File: config.mk
export PLATFORM = sky130hd
export DESIGN_NAME = heater_sequencer
export DESIGN_NICKNAME = d
export VERILOG_FILES = /design/src/rtl/heater_pkg.sv /design/src/rtl/heater_step_timer.sv /design/src/rtl/heater_sequencer.sv
export SDC_FILE = /design/constraint.sdc
export NUM_CORES = 1
export LEC_CHECK = 0
export CAP_MARGIN = 20
export CORE_UTILIZATION = 25
export DETAILED_ROUTE_END_ITERATION = 8
export PLACE_DENSITY = 0.53
export SLEW_MARGIN = 20
export SYNTH_ARGS = -nofsm -noshare
export SYNTH_HDL_FRONTEND = slang
export SYNTH_HIERARCHICAL = 1
export SYNTH_SLANG_ARGS = --single-unit
export TNS_END_PERCENT = 5
File: constraint.sdc
create_clock -name clk -period 10.1 [get_ports clk]
set_input_delay 1.515 -clock clk [delete_from_list [all_inputs] [get_ports clk]]
set_output_delay 1.515 -clock clk [all_outputs]
set_load 0.05 [all_outputs]
File: src/rtl/heater_pkg.sv
`default_nettype none
// ============================================================================
// Module   : heater_pkg
// Purpose  : shared types and sizing helpers for heater control blocks
// Revision : 1.0
// ============================================================================
package heater_pkg;

  typedef enum logic [2:0] {
    ST_IDLE = 3'd0,
    ST_UP   = 3'd1,
    ST_HOLD = 3'd2,
    ST_DOWN = 3'd3,
    ST_TRIP = 3'd4
  } heater_seq_state_t;

  localparam int FAULT_CNT_W = 8;

  // Bits needed to hold a heater count in 0..n.
  function automatic int lvl_width(input int n);
    return $clog2(n + 1);
  endfunction

  // Bits needed to hold a down-counter reload value of n-1 (at least one bit).
  function automatic int cnt_width(input int n);
    return (n <= 2) ? 1 : $clog2(n);
  endfunction

endpackage
`default_nettype wire

File: src/rtl/heater_step_timer.sv
`default_nettype none
// ============================================================================
// Module   : heater_step_timer
// Purpose  : loadable down-counter; tc is high while enabled and at zero
// Revision : 1.0
// ============================================================================
module heater_step_timer #(
  parameter int WIDTH = 10
) (
  input  logic             clk,
  input  logic             reset,
  input  logic             load,
  input  logic [WIDTH-1:0] load_val,
  input  logic             en,
  output logic             tc
);

  logic [WIDTH-1:0] count_q;
  logic [WIDTH-1:0] count_d;

  always_comb begin
    count_d = count_q;
    if (load) begin
      count_d = load_val;
    end else if (en && (count_q != '0)) begin
      count_d = count_q - WIDTH'(1);
    end
  end

  always_ff @(posedge clk) begin
    if (reset) begin
      count_q <= '0;
    end else begin
      count_q <= count_d;
    end
  end

  assign tc = en && (count_q == '0);

endmodule
`default_nettype wire

File: src/rtl/heater_sequencer.sv
`default_nettype none
// ============================================================================
// Module   : heater_sequencer
// Purpose  : one-step-at-a-time heater soft start with fault masking and trip.
//            Define HEATER_SEQ_AUTOCLR_EN for timed auto-retry of faulted heaters.
// Revision : 1.0
// ============================================================================
module heater_sequencer
  import heater_pkg::*;
#(
  parameter int  N            = 32,
  parameter int  STEP_CYCLES  = 1024,
  parameter int  MAX_FAULTS   = 8,
  parameter int  RETRY_CYCLES = 65536,
  localparam int LW           = lvl_width(N)
) (
  input  logic          clk,
  input  logic          reset,
  input  logic          run,
  input  logic [LW-1:0] target,
  input  logic          fault_clear,
  input  logic [N-1:0]  heater_error,
  output logic [N-1:0]  heater_enable,
  output logic [N-1:0]  heater_err_clear,
  output logic [LW-1:0] level,
  output logic [N-1:0]  faulted,
  output logic          tripped,
  output logic          busy
);

  localparam int                     STEP_W    = cnt_width(STEP_CYCLES);
  localparam logic [STEP_W-1:0]      STEP_LOAD = STEP_W'(STEP_CYCLES - 1);
  localparam logic [LW-1:0]          LVL_MAX   = LW'(N);
  localparam logic [FAULT_CNT_W-1:0] TRIP_CNT  = FAULT_CNT_W'(MAX_FAULTS);
  localparam logic [FAULT_CNT_W-1:0] CNT_SAT   = '1;

  heater_seq_state_t      state_q, state_d;
  logic [LW-1:0]          level_q, level_d;
  logic [LW-1:0]          goal;
  logic [N-1:0]           err_q;
  logic [N-1:0]           enable_q, enable_d;
  logic [N-1:0]           err_clear_q, err_clear_d;
  logic [N-1:0]           faulted_q, faulted_d;
  logic [N-1:0]           fresh_q, fresh_d;
  logic [N-1:0]           new_fault;
  logic [N-1:0]           thermo;
  logic [FAULT_CNT_W-1:0] fault_cnt_q, fault_cnt_d;
  logic                   busy_q, busy_d;
  logic                   tripped_q, tripped_d;
  logic                   step_load, step_en, step_tc;
  logic                   retry_tc;

  assign goal = !run ? '0 : ((target > LVL_MAX) ? LVL_MAX : target);

  // ---------------------------------------------------------------- sequencer
  always_comb begin
    state_d   = state_q;
    level_d   = level_q;
    step_load = 1'b0;
    case (state_q)
      ST_IDLE: begin
        if (goal != '0) begin
          state_d   = ST_UP;
          step_load = 1'b1;
        end
      end
      ST_HOLD: begin
        if (goal > level_q) begin
          state_d   = ST_UP;
          step_load = 1'b1;
        end else if (goal < level_q) begin
          state_d   = ST_DOWN;
          step_load = 1'b1;
        end
      end
      ST_UP, ST_DOWN: begin
        // Direction is re-derived from the live goal at every step, so a
        // mid-ramp goal change can reverse the ramp without a HOLD stop.
        if (goal == level_q) begin
          state_d = (level_q == '0) ? ST_IDLE : ST_HOLD;
        end else if (step_tc) begin
          level_d   = (goal > level_q) ? level_q + LW'(1) : level_q - LW'(1);
          step_load = 1'b1;
          if (level_d == goal) begin
            state_d = (level_d == '0) ? ST_IDLE : ST_HOLD;
          end else begin
            state_d = (goal > level_d) ? ST_UP : ST_DOWN;
          end
        end
      end
      ST_TRIP: begin
        level_d = '0;
        if (fault_clear && !run) begin
          state_d = ST_IDLE;
        end
      end
      default: begin
        state_d = ST_IDLE;
        level_d = '0;
      end
    endcase

    if ((state_q != ST_TRIP) && (fault_cnt_q == TRIP_CNT)) begin
      state_d   = ST_TRIP;
      level_d   = '0;
      step_load = 1'b0;
    end
  end

  assign step_en = (state_q == ST_UP) || (state_q == ST_DOWN);

  heater_step_timer #(
    .WIDTH (STEP_W)
  ) u_step_timer (
    .clk      (clk),
    .reset    (reset),
    .load     (step_load),
    .load_val (STEP_LOAD),
    .en       (step_en),
    .tc       (step_tc)
  );

  // ------------------------------------------------------------ fault handling
  always_comb begin
    new_fault   = err_q & enable_q & ~faulted_q;
    faulted_d   = faulted_q;
    fault_cnt_d = fault_cnt_q;
    fresh_d     = '0;
    if (fault_clear) begin
      faulted_d   = '0;
      fault_cnt_d = '0;
    end else begin
      faulted_d = (retry_tc ? '0 : faulted_q) | new_fault;
      fresh_d   = new_fault;
      if ((new_fault != '0) && (fault_cnt_q != CNT_SAT)) begin
        fault_cnt_d = fault_cnt_q + FAULT_CNT_W'(1);
      end
    end
    err_clear_d = fresh_q | ((fault_clear || retry_tc) ? faulted_q : '0);
  end

  // Enables use the next fault mask and state so a fault or trip drops the
  // affected enables on the same edge that records it.
  always_comb begin
    thermo = '0;
    for (int i = 0; i < N; i++) begin
      thermo[i] = (LW'(i) < level_q);
    end
    enable_d  = (state_d == ST_TRIP) ? '0 : (thermo & ~faulted_d);
    busy_d    = (state_d == ST_UP) || (state_d == ST_DOWN);
    tripped_d = (state_d == ST_TRIP);
  end

`ifdef HEATER_SEQ_AUTOCLR_EN
  localparam int                 RETRY_W    = cnt_width(RETRY_CYCLES);
  localparam logic [RETRY_W-1:0] RETRY_LOAD = RETRY_W'(RETRY_CYCLES - 1);

  logic retry_load;
  logic retry_en;

  assign retry_load = (faulted_q == '0) && (faulted_d != '0);
  assign retry_en   = (faulted_q != '0) && (state_q != ST_TRIP);

  heater_step_timer #(
    .WIDTH (RETRY_W)
  ) u_retry_timer (
    .clk      (clk),
    .reset    (reset),
    .load     (retry_load),
    .load_val (RETRY_LOAD),
    .en       (retry_en),
    .tc       (retry_tc)
  );
`else
  logic unused_retry_cfg;
  assign unused_retry_cfg = (RETRY_CYCLES != 0);
  assign retry_tc         = 1'b0;
`endif

  // ----------------------------------------------------------------- registers
  always_ff @(posedge clk) begin
    if (reset) begin
      state_q     <= ST_IDLE;
      level_q     <= '0;
      err_q       <= '0;
      enable_q    <= '0;
      err_clear_q <= '0;
      faulted_q   <= '0;
      fresh_q     <= '0;
      fault_cnt_q <= '0;
      busy_q      <= 1'b0;
      tripped_q   <= 1'b0;
    end else begin
      state_q     <= state_d;
      level_q     <= level_d;
      err_q       <= heater_error;
      enable_q    <= enable_d;
      err_clear_q <= err_clear_d;
      faulted_q   <= faulted_d;
      fresh_q     <= fresh_d;
      fault_cnt_q <= fault_cnt_d;
      busy_q      <= busy_d;
      tripped_q   <= tripped_d;
    end
  end

  assign heater_enable    = enable_q;
  assign heater_err_clear = err_clear_q;
  assign level            = level_q;
  assign faulted          = faulted_q;
  assign tripped          = tripped_q;
  assign busy             = busy_q;

endmodule
`default_nettype wire

==> results_dict.tcl <==
set metrics [dict create \
    firstDrtPassIters 6 \
    multi_input_area_mm2 0.003199 \
    cp_top_family "simple AND/OR/NAND/NOR gates" \
    cts_resized 0 \
    via_per_inst 4.495 \
    crit_slowest_cell "clkdlybuf4s50_1" \
    worstPathArrival_ns 5.37 \
    hold_viol 0 \
    p_leak_nw 3.433 \
    grt_pass1_vias 5855 \
    grt_remaining_overflow 0 \
    post_cts_buffers 0 \
    vias 5974 \
    startpoint "run" \
    cts_hold_buf 0 \
    wl_per_cell_um 15.43 \
    drt.antenna.violating_nets 0 \
    hp-start "fresh_q[22]" \
    status "finished clean" \
    cts_tree "yes" \
    cp.depth 17 \
    setup_viol_count_final 0 \
    async_reset_ff_share_pct 0 \
    regArea_mm2 0.003784 \
    htree_num_levels 4 \
    peakVddDrop_v 0.0001126 \
    r2r_cells 14 \
    max_freq_ghz 0.1969 \
    ioPinCount 146 \
    place.gp.congestion 0.8196 \
    clockRootBuffer "clkbuf_16" \
    final_cell_mix "189 x dfxtp_1, 160 x nor2_1, 143 x clkdlybuf4s50_1" \
    fin_tns_setup_ns 0 \
    seq_area_frac_synth_pct 52.68 \
    wl_um 20510 \
    synth_area_leaders "dfxtp_1 53%, nor2_1 8.4%, a21oi_1 5.9%" \
    r2r-start "level[3]" \
    report.final.slew_viol_count 0 \
    fill_cells 2948 \
    die-area_mm2 0.02941 \
    synthCells 798 \
    yosysTopAreaCellShare_pct 52.68 \
    worstSkewPairLatency_ns 0.43 \
    slew_headroom_pct 37.17 \
    antenna_found_initial 0 \
    drc 0 \
    fin_crit_sh_pct 50.27 \
    synth_warnings 6 \
    grt_util_all_layers_pct 14.31 \
    rsz0062_at_grt "no" \
    hold_class "reg2reg" \
    final_nets 1000 \
    worst_hold_slack_ns 0.4339 \
    worstSetupPathType "in2reg" \
    worst_slew_pin_slew_ns 0.9338 \
    drtIter0Drc 357 \
    coreArea_mm2 0.02801 \
    ys_ff_latch 189 \
    final_core_util_pct 34.27 \
    diodes 0 \
    die_h_um 171.5 \
    synth_largest_area_cell "dfxtp_1" \
    synth_edf_count 0 \
    die_w_um 171.5 \
    std_cell_rows 61 \
    drv_cap 0 \
    grt_max_degree 66 \
    dp_hpwl_um 14500 \
    endpoint "state_q[1]" \
    worst-path-max-fanout 7 \
    dp_cells 1298 \
    end_kind "flop" \
    cts.sink_count 189 \
    syn2layout_area_growth_pct 33.68 \
    crit_chain "clkdlybuf4s50_1 > inv_1 > nor2_1 > nand2_1 > ha_1 > nor2b_1 > nand2_1 > o21ai_1 > a21boi_0 > nor2_1 > ha_1 > nand4_1 > nor3_1 > nand4_1 > a32o_1 > nor3_1 > a41oi_1" \
    grt_first_pass_wirelength_um 32060 \
    layoutNonFillerInstCount 1329 \
    finalCriticalPeriod_ns 5.078 \
    crit_required_ns 10.39 \
    cp_num_buf_inv 2 \
    start_util_pct 25.64 \
    power_density_mw_per_mm2 162.4 \
    regToRegSetupSlack_ns 5.72 \
    clockBufferDepth 2 \
    numPortBuffers 145 \
    start_kind "input pin" \
    clk_pin_slew_ns 0.07 \
    netlist_area_mm2 0.007182 \
    avgSynthCellArea_um2 9.000 \
    skew_ns 0.01325 \
    final_common_cell "dfxtp_1" \
    numCtsBuffers 17 \
    drive_gt1_share_pct 5.573 \
    synthFlopType "dfxtp_1" \
    cpPeakStageDelay_ns 0.46 \
    reg2reg_to "state_q[1]" \
    synth.distinct_cells 67 \
]
==> final cells by class <==
class,instances,share of cell area [%]
Sequential cell,189,39.41
Tap cell,378,4.926
Clock buffer,19,4.614
Timing Repair Buffer,151,15.51
Inverter,20,0.7820
Clock inverter,12,1.434
Multi-Input combinational cell,560,33.32
==> stage by stage <==
| stage | area, um^2 | power (mW) | worst slack, ns |
|---|---|---|---|
| floorplan | 7216 | 0.8678 | 5.593 |
| global placement | 9017 | 0.9129 | 4.650 |
| detailed placement | 9017 | 0.9131 | 4.614 |
| CTS | 9598 | 1.579 | 5.055 |
| global route | 9600 | 1.627 | 4.599 |
| finish | 9600 | 1.560 | 5.022 |
==> registers in the layout, indices dropped and copies added (netlist names) <==
name and count:
state_q 3, heater_enable 32, faulted 32, level 6, fresh_q 32, err_q 32, tripped 1, u_step_timer/count_q 10
heater_err_clear 32, fault_cnt_q 8, busy 1
==> worst register-to-register path, delay by kind of cell (launching register included) <==
family | cells | cell delay, ns
and+or+nand+nor | 6 | 1.06
buffers and inverters | 1 | 0.31
DFF | 1 | 0.86
adders and majority gates | 2 | 0.68
AOI/OAI and AO/OA | 5 | 1.33
==> worst min-delay path by stage <==
stage | endpoint | slack [ns] | depth (start not counted)
floorplan | heater_err_clear[0] | 0.41 | 2
global placement | heater_err_clear[18] | 0.42 | 2
detailed placement | heater_err_clear[15] | 0.42 | 2
CTS | heater_err_clear[22] | 0.44 | 2
global route | heater_err_clear[12] | 0.45 | 2
finish | heater_err_clear[22] | 0.43 | 2
==> power by group <==
group	switching [mW]	total [mW]	leakage (nW)	internal, mW
Combinational	0.0731	0.124	1.62	0.0511
Sequential	0.0116	0.771	1.53	0.760
Clock	0.291	0.664	0.280	0.373
Total	0.376	1.56	3.43	1.18
==> cell families after synthesis <==
group | Yosys count | share of synthesized area, %
xor gates and xnor gates | 14 | 1.707
muxes | 2 | 0.2788
and+or+nand+nor | 335 | 22.86
DFF | 189 | 52.68
other | 1 | 0.05221
adders and majority gates | 19 | 3.310
buffers and inverters | 58 | 3.240
AOI/OAI and AO/OA | 180 | 15.87
==> cell usage after synthesis, drive strengths merged, types with 8 or more instances <==
library cell / instances
a211oi: 16
nand4: 9
ha: 19
nor2: 160
clkbuf: 27
nand2: 37
a21oi: 85
o21ai: 21
nor3: 22
inv: 19
xnor2: 12
buf: 11
nand3b: 28
dfxtp: 189
o22ai: 10
nand3: 8
nor2b: 36
==> per-layer routing <==
metal  global-route usage (%)  routed length (um)
met1                    18.73                9778
met2                    23.73                9626
met3                    3.175                 926
met4                    3.416                 177
met5                        0                   0
(Power assumes the default switching activity.)
